**src/rtl/manchester_pkg.sv**
```systemverilog
// Shared types and helpers for the Manchester transmit sequencer.
// Line encoding is IEEE 802.3: first half-bit carries ~b, second half-bit carries b.
package manchester_pkg;

  typedef enum logic [1:0] {
    IDLE = 2'd0,
    PRE  = 2'd1,
    DATA = 2'd2,
    STOP = 2'd3
  } state_t;

  function automatic bit man_half(bit b, bit half);
    return half ? b : ~b;
  endfunction

endpackage

```
**src/rtl/manchester_tx_ctrl_if.sv**
```systemverilog
// Host-side word handshake for the Manchester transmitter.
// The host drives data and valid; the transmitter returns ready.
interface manchester_tx_ctrl_if #(
  parameter int DATA_W = 8
);

  logic [DATA_W-1:0] tx_data;
  logic              tx_valid;
  logic              tx_ready;

  modport master (
    output tx_data,
    output tx_valid,
    input  tx_ready
  );

  modport slave (
    input  tx_data,
    input  tx_valid,
    output tx_ready
  );

endinterface

```
**src/rtl/mtx_half_tick.sv**
```systemverilog
// Half-bit timebase: free-running 0..DIV-1 counter with a synchronous clear.
// o_tick marks the last clock of each half-bit.
module mtx_half_tick #(
  parameter int DIV = 4
) (
  input  logic                   clk,
  input  logic                   reset,
  input  logic                   i_clr,
  output logic [$clog2(DIV)-1:0] o_cnt,
  output logic                   o_tick
);

  localparam int CNT_W = $clog2(DIV);
  localparam logic [CNT_W-1:0] CNT_LAST = CNT_W'(DIV - 1);

  logic [CNT_W-1:0] r_cnt;
  logic             w_tick;

  assign w_tick = (r_cnt == CNT_LAST);

  always_ff @(posedge clk or negedge reset) begin
    if (!reset) begin
      r_cnt <= '0;
    end else if (i_clr || w_tick) begin
      r_cnt <= '0;
    end else begin
      r_cnt <= r_cnt + CNT_W'(1);
    end
  end

  assign o_cnt  = r_cnt;
  assign o_tick = w_tick;

endmodule

```
**src/rtl/manchester_tx_ctrl.sv**
```systemverilog
// Manchester frame sequencer: accepts one word, then drives preamble, MSB-first data
// and a one-bit low trailer onto the line, all outputs registered.
module manchester_tx_ctrl
  import manchester_pkg::*;
#(
  parameter int DIV      = 4,
  parameter int PRE_BITS = 8,
  parameter int DATA_W   = 8
) (
  input  logic                clk,
  input  logic                reset,
  manchester_tx_ctrl_if.slave tx_if,
  output logic                o_line_out,
  output logic                o_line_en,
  output logic                o_busy,
  output logic                o_done
);

  localparam int BC_MAX = (PRE_BITS > DATA_W) ? PRE_BITS : DATA_W;
  localparam int BC_W   = $clog2(BC_MAX + 1);
  localparam int CNT_W  = $clog2(DIV);
  localparam logic [BC_W-1:0] PRE_LAST  = BC_W'((PRE_BITS > 0) ? PRE_BITS - 1 : 0);
  localparam logic [BC_W-1:0] DATA_LAST = BC_W'(DATA_W - 1);

  state_t            r_state;
  logic              r_half;
  logic [BC_W-1:0]   r_bit_cnt;
  logic [DATA_W-1:0] r_shift;
  logic              r_line_out;
  logic              r_line_en;
  logic              r_busy;
  logic              r_done;
  logic              r_tx_ready;

  logic              w_accept;
  logic              w_tick;
  logic [CNT_W-1:0]  w_cnt_unused;
  logic [BC_W-1:0]   w_bit_cnt_inc;
  logic [DATA_W-1:0] w_shift_nxt;
  logic              w_cur_bit;

  // Divider stays cleared while idle, so the accept edge always starts a fresh half-bit.
  mtx_half_tick #(
    .DIV (DIV)
  ) u_half_tick (
    .clk    (clk),
    .reset  (reset),
    .i_clr  (r_state == IDLE),
    .o_cnt  (w_cnt_unused),
    .o_tick (w_tick)
  );

  assign w_accept      = tx_if.tx_valid & r_tx_ready;
  assign w_bit_cnt_inc = r_bit_cnt + BC_W'(1);
  assign w_shift_nxt   = r_shift << 1;

  always_comb begin
    w_cur_bit = 1'b0;
    case (r_state)
      PRE:     w_cur_bit = ~r_bit_cnt[0];
      DATA:    w_cur_bit = r_shift[DATA_W-1];
      default: w_cur_bit = 1'b0;
    endcase
  end

  always_ff @(posedge clk or negedge reset) begin
    if (!reset) begin
      r_state    <= IDLE;
      r_half     <= 1'b0;
      r_bit_cnt  <= '0;
      r_shift    <= '0;
      r_line_out <= 1'b0;
      r_line_en  <= 1'b0;
      r_busy     <= 1'b0;
      r_done     <= 1'b0;
      r_tx_ready <= 1'b1;
    end else begin
      r_done <= 1'b0;
      case (r_state)
        IDLE: begin
          if (w_accept) begin
            r_shift    <= tx_if.tx_data;
            r_half     <= 1'b0;
            r_bit_cnt  <= '0;
            r_line_en  <= 1'b1;
            r_busy     <= 1'b1;
            r_tx_ready <= 1'b0;
            if (PRE_BITS > 0) begin
              r_state    <= PRE;
              r_line_out <= man_half(1'b1, 1'b0);
            end else begin
              r_state    <= DATA;
              r_line_out <= man_half(tx_if.tx_data[DATA_W-1], 1'b0);
            end
          end
        end
        default: begin
          if (w_tick && !r_half) begin
            r_half     <= 1'b1;
            r_line_out <= (r_state == STOP) ? 1'b0 : man_half(w_cur_bit, 1'b1);
          end else if (w_tick) begin
            // Bit boundary: load the first half of whatever bit comes next.
            r_half <= 1'b0;
            case (r_state)
              PRE: begin
                if (r_bit_cnt == PRE_LAST) begin
                  r_state    <= DATA;
                  r_bit_cnt  <= '0;
                  r_line_out <= man_half(r_shift[DATA_W-1], 1'b0);
                end else begin
                  r_bit_cnt  <= w_bit_cnt_inc;
                  r_line_out <= man_half(~w_bit_cnt_inc[0], 1'b0);
                end
              end
              DATA: begin
                r_shift <= w_shift_nxt;
                if (r_bit_cnt == DATA_LAST) begin
                  r_state    <= STOP;
                  r_bit_cnt  <= '0;
                  r_line_out <= 1'b0;
                end else begin
                  r_bit_cnt  <= w_bit_cnt_inc;
                  r_line_out <= man_half(w_shift_nxt[DATA_W-1], 1'b0);
                end
              end
              STOP: begin
                r_state    <= IDLE;
                r_done     <= 1'b1;
                r_line_en  <= 1'b0;
                r_line_out <= 1'b0;
                r_busy     <= 1'b0;
                r_tx_ready <= 1'b1;
              end
              default: r_state <= IDLE;
            endcase
          end
        end
      endcase
    end
  end

  assign tx_if.tx_ready = r_tx_ready;
  assign o_line_out     = r_line_out;
  assign o_line_en      = r_line_en;
  assign o_busy         = r_busy;
  assign o_done         = r_done;

endmodule

```
**src/flat_wrapper.sv**
```systemverilog
// flat-port wrapper written by rule: the top's interface ports become plain ports
module manchester_tx_ctrl_flat import manchester_pkg::*;
#(
  parameter int DIV      = 4,
  parameter int PRE_BITS = 8,
  parameter int DATA_W   = 8
)
  (clk, reset, o_line_out, o_line_en, o_busy, o_done, tx_if_tx_data, tx_if_tx_valid, tx_if_tx_ready);
  manchester_tx_ctrl_if #(.DATA_W(DATA_W)) tx_if_i ();
  input  logic clk;
  input  logic reset;
  output logic o_line_out;
  output logic o_line_en;
  output logic o_busy;
  output logic o_done;
  input wire logic [$bits(tx_if_i.tx_data)-1:0] tx_if_tx_data;
  input wire logic [$bits(tx_if_i.tx_valid)-1:0] tx_if_tx_valid;
  output wire logic [$bits(tx_if_i.tx_ready)-1:0] tx_if_tx_ready;
  assign tx_if_i.tx_data = tx_if_tx_data;
  assign tx_if_i.tx_valid = tx_if_tx_valid;
  assign tx_if_tx_ready = tx_if_i.tx_ready;
  manchester_tx_ctrl #(.DIV(DIV), .PRE_BITS(PRE_BITS), .DATA_W(DATA_W)) u_core (.clk(clk), .reset(reset), .tx_if(tx_if_i), .o_line_out(o_line_out), .o_line_en(o_line_en), .o_busy(o_busy), .o_done(o_done));
endmodule
```
**config.mk**
```make
export PLATFORM = sky130hd
export DESIGN_NAME = manchester_tx_ctrl_flat
export DESIGN_NICKNAME = d
export VERILOG_FILES = /design/src/rtl/manchester_pkg.sv /design/src/rtl/manchester_tx_ctrl_if.sv /design/src/rtl/mtx_half_tick.sv /design/src/rtl/manchester_tx_ctrl.sv /design/src/flat_wrapper.sv
export SDC_FILE = /design/constraint.sdc
export NUM_CORES = 1
export LEC_CHECK = 0
export CORE_MARGIN = 2
export CORE_UTILIZATION = 57
export CTS_CLUSTER_SIZE = 25
export DETAILED_ROUTE_END_ITERATION = 10
export PLACE_DENSITY = 0.83
export SETUP_SLACK_MARGIN = 0.3
export SLEW_MARGIN = 20
export SYNTH_ARGS = -nofsm -noshare
export SYNTH_HDL_FRONTEND = slang
export SYNTH_SLANG_ARGS = --single-unit
```
**constraint.sdc**
```tcl
create_clock -name clk -period 2.8 [get_ports clk]
set_clock_uncertainty 0.05 [all_clocks]
set_input_delay 0.56 -clock clk [delete_from_list [all_inputs] [get_ports clk]]
set_output_delay 0.56 -clock clk [all_outputs]
set_load 0.005 [all_outputs]
```
==> qor.txt <==
Min-delay worst type = flip-flop to flip-flop
CTS tree = done
Peak VDD IR = 0.000351 V
Grt ovf = 0
Antenna-violating nets left = 0
Largest fanout on the critical path = 9
GRT Resource Usage Total = 20.4%
Post-synth EDFFs = 0
Area growth syn-to-layout = 17.5%
Die Height = 49.1 µm
Clock transition at path regs = 0.12 ns
Worst R2R Setup Slack = 0.68 ns
Synth unique cells = 36
Die Width = 49.1 µm
WHS = 0.402 ns
Row cnt = 16
Mapped Area = 0.00116 mm²
First-pass GRT wire length = 3730 µm
Die ar. = 0.00241 mm²
DR iter-0 viols = 17
Cell at the slowest stage of the critical path = dfrtp_1
Status = finished, final reports clean
Ranking of synthesized cells by area = dfrtp_1 43%, mux2i_1 7.8%, ha_1 7.6%, a21oi_1 4.8%, nor2_1 3.6%
Critical path type = flip-flop to flip-flop
Max Transition Viols Final = 0
Yosys reg bits = 21
Ant diodes = 0
CP startpoint kind = flip-flop
Leakage = 0.609 nW
First drt pass iteration count = 4
Vias = 874
Root Driver = clkbuf_4
Worst r2r path cells = 6
Peak Freq = 0.473 GHz
Mapped Avg Cell Area = 10.4 µm²
Max-cap violation count = 0
I/O Buffers = 15
Clk sinks = 21
Vias in the first global route = 846
Hold Buf Count CTS = 0
Final setup viols = 0
Slew @ Worst Pin = 0.388 ns
Mapped Nets = 129
Share of layout cells above drive strength 1 = 11.6%
Synth top area share = 43.2%
I/O pins = 16
Most common cell after layout, fill and taps aside = dfrtp_1
Critical path cell sequence = inv_1 -> ha_1 -> nand3_1 -> and2_1 -> nor2_2 -> mux2_1
Minimum clock period after layout = 2.12 ns
Post-Syn Instances = 111
Mean number of vias per cell = 5.60
Total Neg Setup Slack = 0 ns
Postcts setup bufs = 0
Final Hold Fails = 0
Largest net degree at the start of global routing = 22
Crit-path max cell delay = 0.44 ns
Dominant synthesized flop cell = dfrtp_1
Clock latency on the worst-skew pair = 0.31 ns
DRC = 0
Data arrival, critical path = 2.26 ns
H-Tree Depth = 1
Post-synth ARST share = 100%
Cell Pwr Density = 345 mW/mm²
Synthesis Warnings = 0
Routability cong. = 0.864
Crit. End Element = flip-flop
RSZ-0062 raised after global routing = no
Initial Util = 59.7%
Core Area = 0.00194 mm²
Final period util = 75.5%
WL final = 2110 µm
Clock Tree Buf Depth = 2
Initial antenna violation count = 0
Critical path required time = 2.95 ns
Num CTS Buffers = 3
PostCTS Resize Cnt = 0
Detailed placement HPWL = 1590 µm
Fin nets = 148
Wire length per cell = 13.5 µm
Slew margin rel. = 74.1%
Yosys top cell by area = dfrtp_1
Most frequent cells in the layout = 20 x dfrtp_1, 15 x clkdlybuf4s50_1, 11 x nor2_1, 11 x a21oi_1, 9 x mux2i_1
Total Power = 0.470 mW
Sequential element share of the synthesized area = 45.5%
Hold depth = 1
-- kinds of logic after synthesis --
kind of cell             Yosys count  share of synthesized area (%)
flip-flops                        21                           45.5
adder cells (fa/ha/maj)            7                           7.56
multiplexers                      11                           9.72
buffers and inverters             12                           5.29
AND/OR/NAND/NOR                   33                           15.7
AO/OA/AOI/OAI                     27                           16.3
-- path summary, 6_finish.rpt --
check / from / endpoint
setup / recovery: u_core.r_state[0]$_DFFE_PN0P_ / u_core.r_bit_cnt[1]$_DFFE_PN0P_
hold / removal: u_core.u_half_tick.o_cnt[0]$_DFF_PN0_ / u_core.u_half_tick.o_cnt[0]$_DFF_PN0_
max in group asynchronous: reset / u_core.tx_if.tx_ready$_DFFE_PN1P_
hold reg to reg: u_core.u_half_tick.o_cnt[0]$_DFF_PN0_ / u_core.u_half_tick.o_cnt[0]$_DFF_PN0_
setup reg to reg: u_core.r_state[0]$_DFFE_PN0P_ / u_core.r_bit_cnt[1]$_DFFE_PN0P_
min in group asynchronous: reset / u_core.r_shift[1]$_DFFE_PN0P_
-- flip-flops by register name, summed over array words and instances, names as in the netlist --
name                      count
u_core.tx_if.tx_ready         1
u_core.o_line_out             1
u_core.o_done                 1
u_core.o_line_en              1
u_core.r_bit_cnt              4
u_core.u_half_tick.o_cnt      2
u_core.r_shift                8
u_core.r_state                2
u_core.r_half                 1
-- Yosys cell counts, types with 2 or more instances --
master   count
a21oi_1     11
buf_4        2
dfrtp_1     20
ha_1         7
inv_1        7
mux2_1       2
mux2i_1      9
nand2_1      7
nand3_1      4
nor2_1      11
nor3_1       2
o21ai_0      4
o31ai_1      2
-- metal layers --
| metal | GRT usage [%] | vias to the layer above | wire length [µm] |
|---|---|---|---|
| met3 | 3.07 | 7 | 55 |
| li1 | - | 435 | - |
| met4 | 8.10 | 0 | 45 |
| met1 | 26.1 | 415 | 941 |
| met5 | 0 | - | 0 |
| met2 | 34.7 | 17 | 1070 |
-- power breakdown --
group | leakage, nW | total [mW] | switching (mW) | internal, mW
registers | 0.265 | 0.303 | 0 | 0.303
logic | 0.326 | 0.0215 | 0.00807 | 0.0134
clock network | 0.0177 | 0.145 | 0.0920 | 0.0534
-- stage by stage --
step | utilization [%] | cell area (µm²) | worst slack, ns | cells
2_1_floorplan | - | 1160 | 1.11 | 111
3_3_place_gp | 68.7 | 1330 | 0.696 | 152
3_5_place_dp | 68.7 | 1330 | 0.653 | 152
4_1_cts | 70.1 | 1360 | 0.715 | 156
5_1_grt | 70.1 | 1360 | 0.574 | 156
6_report | 70.1 | 1360 | 0.685 | 156
-- cell type report --
cell class / count / area [µm²]
Clock inverter: 1 / 5.00
Sequential cell: 21 / 527
Fill cell: 148 / 581
Inverter: 8 / 30.0
Timing Repair Buffer: 18 / 173
Multi-Input combinational cell: 78 / 571
Clock buffer: 3 / 22.5
Tap cell: 27 / 33.8
-- worst max-delay path: cells and delay by family, from the launching register on --
kind	cells	cell delay, ns
adders and majority gates	1	0.37
buffers and inverters	1	0.12
muxes	1	0.34
and+or+nand+nor	3	0.68
DFF	1	0.44
Note: power is estimated with default switching activity, not from simulation.
